`src/rtl/regwrite_decoder_sb.sv`:
```
`default_nettype none
// ============================================================================
//  Module   : regwrite_decoder_sb
//  Purpose  : Register-file write-port decoder with a pending-write
//             scoreboard. It turns the writeback address into one-hot write
//             enables, tracks in-flight destinations, and exposes busy flags
//             for the hazard unit.
//  Options  : REGWRITE_ZERO_REG_EN - ZERO_REG becomes a hardwired-zero
//             register. It is never written and never marked pending.
//  Revision : 1.0 - initial release
// ============================================================================
module regwrite_decoder_sb #(
  parameter  int ADDR_W   = 5,
  parameter  int ZERO_REG = 31,
  parameter  int CNT_W    = ADDR_W + 1,
  localparam int NUM_REGS = 2**ADDR_W
) (
  input  logic                clk,
  input  logic                reset,
  input  logic                RegWrite,
  input  logic [ADDR_W-1:0]   select,
  output logic [NUM_REGS-1:0] enabler,
  input  logic                issue_valid,
  input  logic [ADDR_W-1:0]   issue_reg,
  output logic                issue_ready,
  input  logic [ADDR_W-1:0]   rd_a,
  input  logic [ADDR_W-1:0]   rd_b,
  output logic                busy_a,
  output logic                busy_b,
  output logic [NUM_REGS-1:0] pending,
  output logic [CNT_W-1:0]    pend_cnt
);

`ifdef REGWRITE_ZERO_REG_EN
  localparam bit c_zero_en = 1'b1;
`else
  localparam bit c_zero_en = 1'b0;
`endif

  // Bits excluded from writes and from scoreboard tracking.
  localparam logic [NUM_REGS-1:0] c_zero_mask =
    c_zero_en ? (NUM_REGS'(1) << ZERO_REG) : '0;

  logic [NUM_REGS-1:0] w_sel_hit;
  logic [NUM_REGS-1:0] w_iss_hit;
  logic [NUM_REGS-1:0] w_wb_clr;
  logic [NUM_REGS-1:0] w_issue_set;
  logic [NUM_REGS-1:0] w_pending_nxt;
  logic                w_accept;
  logic                w_set_new;
  logic                w_clr_old;

  logic [NUM_REGS-1:0] r_pending;
  logic [CNT_W-1:0]    r_cnt;

  // One address comparator per register for the writeback and issue indices.
  generate
    for (genvar i = 0; i < NUM_REGS; i++) begin : g_dec
      assign w_sel_hit[i] = (select    == ADDR_W'(i));
      assign w_iss_hit[i] = (issue_reg == ADDR_W'(i));
    end
  endgenerate

  // Writeback enables: gated by RegWrite, suppressed during reset.
  always_comb begin
    w_wb_clr = '0;
    if (RegWrite && !reset) begin
      w_wb_clr = w_sel_hit & ~c_zero_mask;
    end
  end

  assign enabler = w_wb_clr;

  // A WAW on an in-flight register stalls, unless that register retires now.
  assign issue_ready = !reset && (!r_pending[issue_reg] || w_wb_clr[issue_reg]);
  assign w_accept    = issue_valid && issue_ready;
  assign w_issue_set = w_accept ? (w_iss_hit & ~c_zero_mask) : '0;

  // Set wins over a same-cycle clear on the same register.
  assign w_pending_nxt = (r_pending & ~w_wb_clr) | w_issue_set;

  // At most one bit can rise and one can fall per cycle, so single flags suffice.
  assign w_set_new = |(w_issue_set & ~r_pending);
  assign w_clr_old = |(w_wb_clr & r_pending & ~w_issue_set);

  // Same-cycle writeback forwards, so a reader of a retiring register is not busy.
  assign busy_a = r_pending[rd_a] & ~w_wb_clr[rd_a];
  assign busy_b = r_pending[rd_b] & ~w_wb_clr[rd_b];

  // Scoreboard and its population count advance together every edge.
  always_ff @(posedge clk) begin
    if (reset) begin
      r_pending <= '0;
      r_cnt     <= '0;
    end else begin
      r_pending <= w_pending_nxt;
      r_cnt     <= r_cnt + CNT_W'(w_set_new) - CNT_W'(w_clr_old);
    end
  end

  assign pending  = r_pending;
  assign pend_cnt = r_cnt;

endmodule
`default_nettype wire

```
`config.mk`:
```
export PLATFORM = sky130hd
export DESIGN_NAME = regwrite_decoder_sb
export DESIGN_NICKNAME = d
export VERILOG_FILES = /design/src/rtl/regwrite_decoder_sb.sv
export SDC_FILE = /design/constraint.sdc
export NUM_CORES = 1
export LEC_CHECK = 0
export BUFFER_PORTS_ARGS = -buffer_cell sky130_fd_sc_hd__buf_2
export CAP_MARGIN = 0
export CORE_UTILIZATION = 45
export DETAILED_ROUTE_END_ITERATION = 10
export PLACE_DENSITY = 0.78
export SKIP_LAST_GASP = 1
export SLEW_MARGIN = 20
export SYNTH_ARGS = -nofsm -noshare
export SYNTH_HDL_FRONTEND = slang
export SYNTH_SLANG_ARGS = --single-unit
```
`constraint.sdc`:
```
create_clock -name clk -period 3.3 [get_ports clk]
set_clock_uncertainty 0.2 [all_clocks]
set_input_delay 0.165 -clock clk [delete_from_list [all_inputs] [get_ports clk]]
set_output_delay 0.165 -clock clk [all_outputs]
set_load 0.01 [all_outputs]
```
==> results.md <==
Final layout:
- Cells fill 71.45% of the core in the end.
- The fraction of final layout cells with drive strength greater than 1 is 44.03%.
- The fill cell instance count of the final layout is 666.
- The final instance area is 5635 um^2.
- 0 antenna diodes ended up in the layout.
- Compared with the post-synthesis result, the final layout area differs by 49.73%.
- The net count of the finished layout is 760.
- The finished layout holds 831 standard cells, fillers aside.

Placement:
- The area of placed instances is 5411 um^2.
- Routability-driven placement finished with a final weighted congestion of 1.137.
- The number of instances in the placed design is 821.
- The number of buffers added on ports is 96.
- The worst slack at placement is -0.5106 ns.
- Once detailed placement completed, the half-perimeter wirelength came to 15680 um.

Job:
- Across the run, the number of max-cap violations was 0.

Setup path:
- The highest net fanout along the worst path is 3.
- The worst setup path category is flip-flop to flip-flop.
- Across all register-to-register paths, the minimum setup slack is -0.32 ns.
- Measured in cells, the most critical reg-to-reg path has a length of 16.
- The sort of element at the end of the critical path is a flip-flop.
- Tracing the worst setup path back leads to its startpoint at pending[3].
- The capture point of the worst reg-to-reg path is pend_cnt[4].
- STA classifies the critical path startpoint as a flip-flop.
- The worst register-to-register path begins at pending[3].
- The required time of the critical path is 3.28 ns.
- Data arrives at the worst endpoint at 3.60 ns.

Global routing:
- The wire length of the first global-routing pass is 29260 um.
- Global routing consumed, over all layers together, 45.37% of the routing resources.
- The remaining global-route overflow is 0.
- The via count of the first global-routing pass is 5099.
- The number of antenna violations at the first check in global routing was 0.
- Entering global routing, the biggest net connects 25 pins.

Floorplan:
- The count of boundary I/O pins is 97.
- The area enclosed by the die boundary is 8733 um^2.
- The floorplan step set the die height to 93.45 um.
- The core area is 7888 um^2.
- Measured along the x axis, the die boundary spans 93.45 um.
- The floorplan has 32 rows.
- The initial utilization of the core area, before any placement, comes to 47.72%.

Synth:
- After Yosys synthesis, and, or, nand and nor cells account for 26.76% of the synthesized area.
- Of the total synthesized cell area, the portion taken by XOR and XNOR cells is 2.793%.
- In this run, synthesis produced a sequential element count of 38.
- The share of synthesized area spent on multiplexers is 16.16%.
- The proportion of synthesized chip area in sequential cells is 20.21%.
- The mapped netlist covers 3764 um^2.
- The combinational family with the most area after synthesis is simple AND/OR/NAND/NOR gates.
- The area share of the leading cell type in the synthesized netlist is 20.21%.
- Yosys printed 0 warnings.
- The average size of a mapped cell is 7.482 um^2.
- After Yosys synthesis, full adders, half adders and majority gates account for 2.527% of the synthesized area.
- The prevailing post-synth register cell is sky130_fd_sc_hd__dfxtp_1.
- The biggest area consumer among synthesized cells is sky130_fd_sc_hd__dfxtp_1.
- Yosys mapped a number of flops with a built-in enable equal to 0.
- The proportion of synthesized flip-flops having asynchronous set or reset is 0%.
- By area the synthesized netlist is led by sky130_fd_sc_hd__dfxtp_1 20%, sky130_fd_sc_hd__mux4_2 12%, sky130_fd_sc_hd__nand2_1 6.7%, sky130_fd_sc_hd__a21oi_1 6.0%, sky130_fd_sc_hd__nor2_1 5.6%.
- The number of nets in the synthesized netlist is 534.
- In this run, distinct cell masters in the synthesized netlist total 60.
- The number of cells produced by synthesis is 503.
- The synthesized netlist devotes 24.17% of its cell area to compound gates.

Clocking:
- The worst-skew pair later-pin latency is 0.30 ns.
- TritonCTS created 5 clock buffers.
- The H-tree was split into 2 levels.
- The clock-pin transition on the worst setup and hold timing paths is 0.10 ns.
- In this run the deepest clock path goes through 2 buffers.
- The root buffer cell is sky130_fd_sc_hd__clkbuf_8.
- The CTS sink count is 38.
- The CTS tree is built.

Timing:
- The number of hold violations in the final report was 0.
- Of the available clock period, the critical path in the final layout requires 109.7%.
- For the pin with the worst max-slew slack, the measured transition is 0.8115 ns.
- Subtracting the final worst setup slack from the clock period gives 3.621 ns.
- The count of endpoints failing setup in the final report is 5.
- For this run, the top clock speed supported by timing is 0.2761 GHz.
- Setup repair after global routing could not meet its margin everywhere.
- The total count of max-transition violations in the final report is 0.
- Once routing completed, OpenROAD measured the worst setup slack at -0.3213 ns.
- Measured against its own limit, the worst slew margin works out to 45.79%.

Min path:
- The classification of the worst-slack hold path is primary input to flip-flop.
- For hold timing, the worst endpoint is pend_cnt[4].
- The source of the worst hold timing path is reset.
- The number of cells on the worst hold path is 3.

Run status:
- The flow ran to the end, but the final reports show violations.
- The final reports fail on setup timing.

Drt:
- The via density per instance is 6.507.
- The count of unresolved DRC violations after routing is 0.
- In the final routed layout, each cell accounts on average for 23.45 um.
- The post-route antenna net violation count is 0.
- The routed layout has 5407 vias.
- For this block, the initial DRC count from the detailed router was 799.
- The total length of routed wires is 19490 um.
- For this run, the detailed router's first-pass iteration total came to 5.

Power:
- IR analysis of the VDD net gives a maximum drop of 303.0 uV.
- The analysis attributes to cell leakage a power of 0.002508 uW.
- Power spread over the standard cell area amounts to 260.1 nW/um^2.
cells in the final DEF (no fill, tap or decap), types with 4 or more instances in the layout:
master | netlist | routed
sky130_fd_sc_hd__dfxtp_1 | 38 | 36
sky130_fd_sc_hd__mux2i_1 | 9 | 8
sky130_fd_sc_hd__o22ai_1 | 5 | 5
sky130_fd_sc_hd__buf_2 | 12 | 96
sky130_fd_sc_hd__nand3_1 | 17 | 17
sky130_fd_sc_hd__nand2b_1 | 12 | 12
sky130_fd_sc_hd__o211ai_1 | 7 | 7
sky130_fd_sc_hd__clkbuf_8 | 0 | 6
sky130_fd_sc_hd__nand2_1 | 67 | 67
sky130_fd_sc_hd__inv_1 | 16 | 15
sky130_fd_sc_hd__nor2_1 | 56 | 56
sky130_fd_sc_hd__a211oi_1 | 6 | 6
sky130_fd_sc_hd__ha_1 | 6 | 4
sky130_fd_sc_hd__a21oi_2 | 2 | 6
sky130_fd_sc_hd__nor2b_1 | 9 | 9
sky130_fd_sc_hd__nand4_1 | 10 | 10
sky130_fd_sc_hd__mux4_2 | 20 | 20
sky130_fd_sc_hd__nor3_1 | 12 | 12
sky130_fd_sc_hd__mux2_2 | 6 | 6
sky130_fd_sc_hd__o221ai_1 | 6 | 5
sky130_fd_sc_hd__nand3b_1 | 5 | 5
sky130_fd_sc_hd__buf_4 | 1 | 163
sky130_fd_sc_hd__xnor2_1 | 7 | 6
sky130_fd_sc_hd__o21ai_0 | 35 | 35
sky130_fd_sc_hd__a31oi_1 | 6 | 6
sky130_fd_sc_hd__a21oi_1 | 45 | 41
sky130_fd_sc_hd__xor2_1 | 5 | 5
worst max-delay path by stage:
stage,endpoint,slack [ns]
final,pend_cnt[4],-0.32
after global placement,pend_cnt[4],-0.44
after floorplan,pend_cnt[4],-0.16
after global routing,pend_cnt[4],-0.48
after detailed placement,pend_cnt[5],-0.51
after CTS,pend_cnt[4],-0.26
report_power, final:
group	switching, uW	internal, uW	total [uW]	leakage [uW]
clock network	191	242	433	0.0000573
logic	291	242	533	0.00214
registers	18.3	481	500	0.000308
total	500	966	1470	0.00251
per-layer routing:
metal / vias to the layer above / routed length (um) / global-route usage [%]
met5: - / 0 / 0
met1: 2507 / 7361 / 59.21
met2: 503 / 8578 / 71.51
met3: 104 / 2326 / 7.398
li1: 2293 / - / -
met4: 0 / 1222 / 24.36
sequential cells by signal, summed over array words and instances, names as in the netlist:
register	cells
pending	32
pend_cnt	6
cell usage after synthesis (3+ instances only):
library cell               number
sky130_fd_sc_hd__nor3_1        12
sky130_fd_sc_hd__nand2b_1      12
sky130_fd_sc_hd__nor2_1        56
sky130_fd_sc_hd__a31oi_1        6
sky130_fd_sc_hd__mux2_2         6
sky130_fd_sc_hd__a22oi_1        3
sky130_fd_sc_hd__nand2_1       67
sky130_fd_sc_hd__buf_6          5
sky130_fd_sc_hd__mux2i_1        9
sky130_fd_sc_hd__a211oi_1       6
sky130_fd_sc_hd__a311oi_1       3
sky130_fd_sc_hd__dfxtp_1       38
sky130_fd_sc_hd__o211ai_1       7
sky130_fd_sc_hd__o22ai_1        5
sky130_fd_sc_hd__o311ai_0       3
sky130_fd_sc_hd__a32oi_1        3
sky130_fd_sc_hd__xor2_1         5
sky130_fd_sc_hd__o21ai_0       35
sky130_fd_sc_hd__o21bai_1       3
sky130_fd_sc_hd__o221ai_1       6
sky130_fd_sc_hd__nand3_1       17
sky130_fd_sc_hd__mux4_2        20
sky130_fd_sc_hd__xnor2_1        7
sky130_fd_sc_hd__a21oi_1       45
sky130_fd_sc_hd__nor4b_1        3
sky130_fd_sc_hd__nor2b_1        9
sky130_fd_sc_hd__and2_1         3
sky130_fd_sc_hd__nand4_1       10
sky130_fd_sc_hd__buf_2         12
sky130_fd_sc_hd__inv_1         16
sky130_fd_sc_hd__clkbuf_1      22
sky130_fd_sc_hd__buf_1          3
sky130_fd_sc_hd__nand3b_1       5
sky130_fd_sc_hd__ha_1           6
worst max-delay path: stages, from the launching register on:
cell	delay, ns
sky130_fd_sc_hd__dfxtp_2	0.33
sky130_fd_sc_hd__mux4_2	0.48
sky130_fd_sc_hd__a221o_1	0.34
sky130_fd_sc_hd__a21oi_2	0.13
sky130_fd_sc_hd__o21bai_4	0.15
sky130_fd_sc_hd__a21oi_2	0.08
sky130_fd_sc_hd__a311oi_2	0.27
sky130_fd_sc_hd__nand3_1	0.17
sky130_fd_sc_hd__ha_4	0.30
sky130_fd_sc_hd__inv_2	0.03
sky130_fd_sc_hd__ha_4	0.15
sky130_fd_sc_hd__fa_2	0.35
sky130_fd_sc_hd__a21oi_2	0.13
sky130_fd_sc_hd__nor2_1	0.05
sky130_fd_sc_hd__nor2_1	0.11
sky130_fd_sc_hd__xor2_1	0.16
sky130_fd_sc_hd__nor2_1	0.05
cell families after synthesis:
| group | count (synthesis) |
|---|---|
| mux | 35 |
| buf+inv | 59 |
| simple gates | 209 |
| compound gates | 143 |
| flops | 38 |
| fa+ha+maj | 7 |
| xor+xnor | 12 |
layout make-up:
class,count,area (um^2),area share (%)
Clock buffer,6,82.58,1.465
Clock inverter,1,30.03,0.5329
Inverter,16,60.06,1.066
Multi-Input combinational cell,406,2816,49.98
Sequential cell,38,763.2,13.54
Tap cell,102,127.6,2.265
Timing Repair Buffer,262,1755,31.15
timing repair:
action,4_1_cts,5_1_grt
buffers inserted,0,3
gates resized for setup,3,14
setup endpoints to repair,5,5
hold buffers,0,0
pin swaps,5,5
per-stage QoR:
step           TNS, ns  total power, uW  hold WS [ns]
2_1_floorplan  -0.3173            791.1        0.2807
3_3_place_gp    -1.450            990.2        0.3925
3_5_place_dp    -1.823             1001        0.3919
4_1_cts        -0.7903             1434        0.1582
5_1_grt         -1.807             1524        0.1738
6_report        -1.068             1466        0.1662
(Power assumes the default switching activity.)
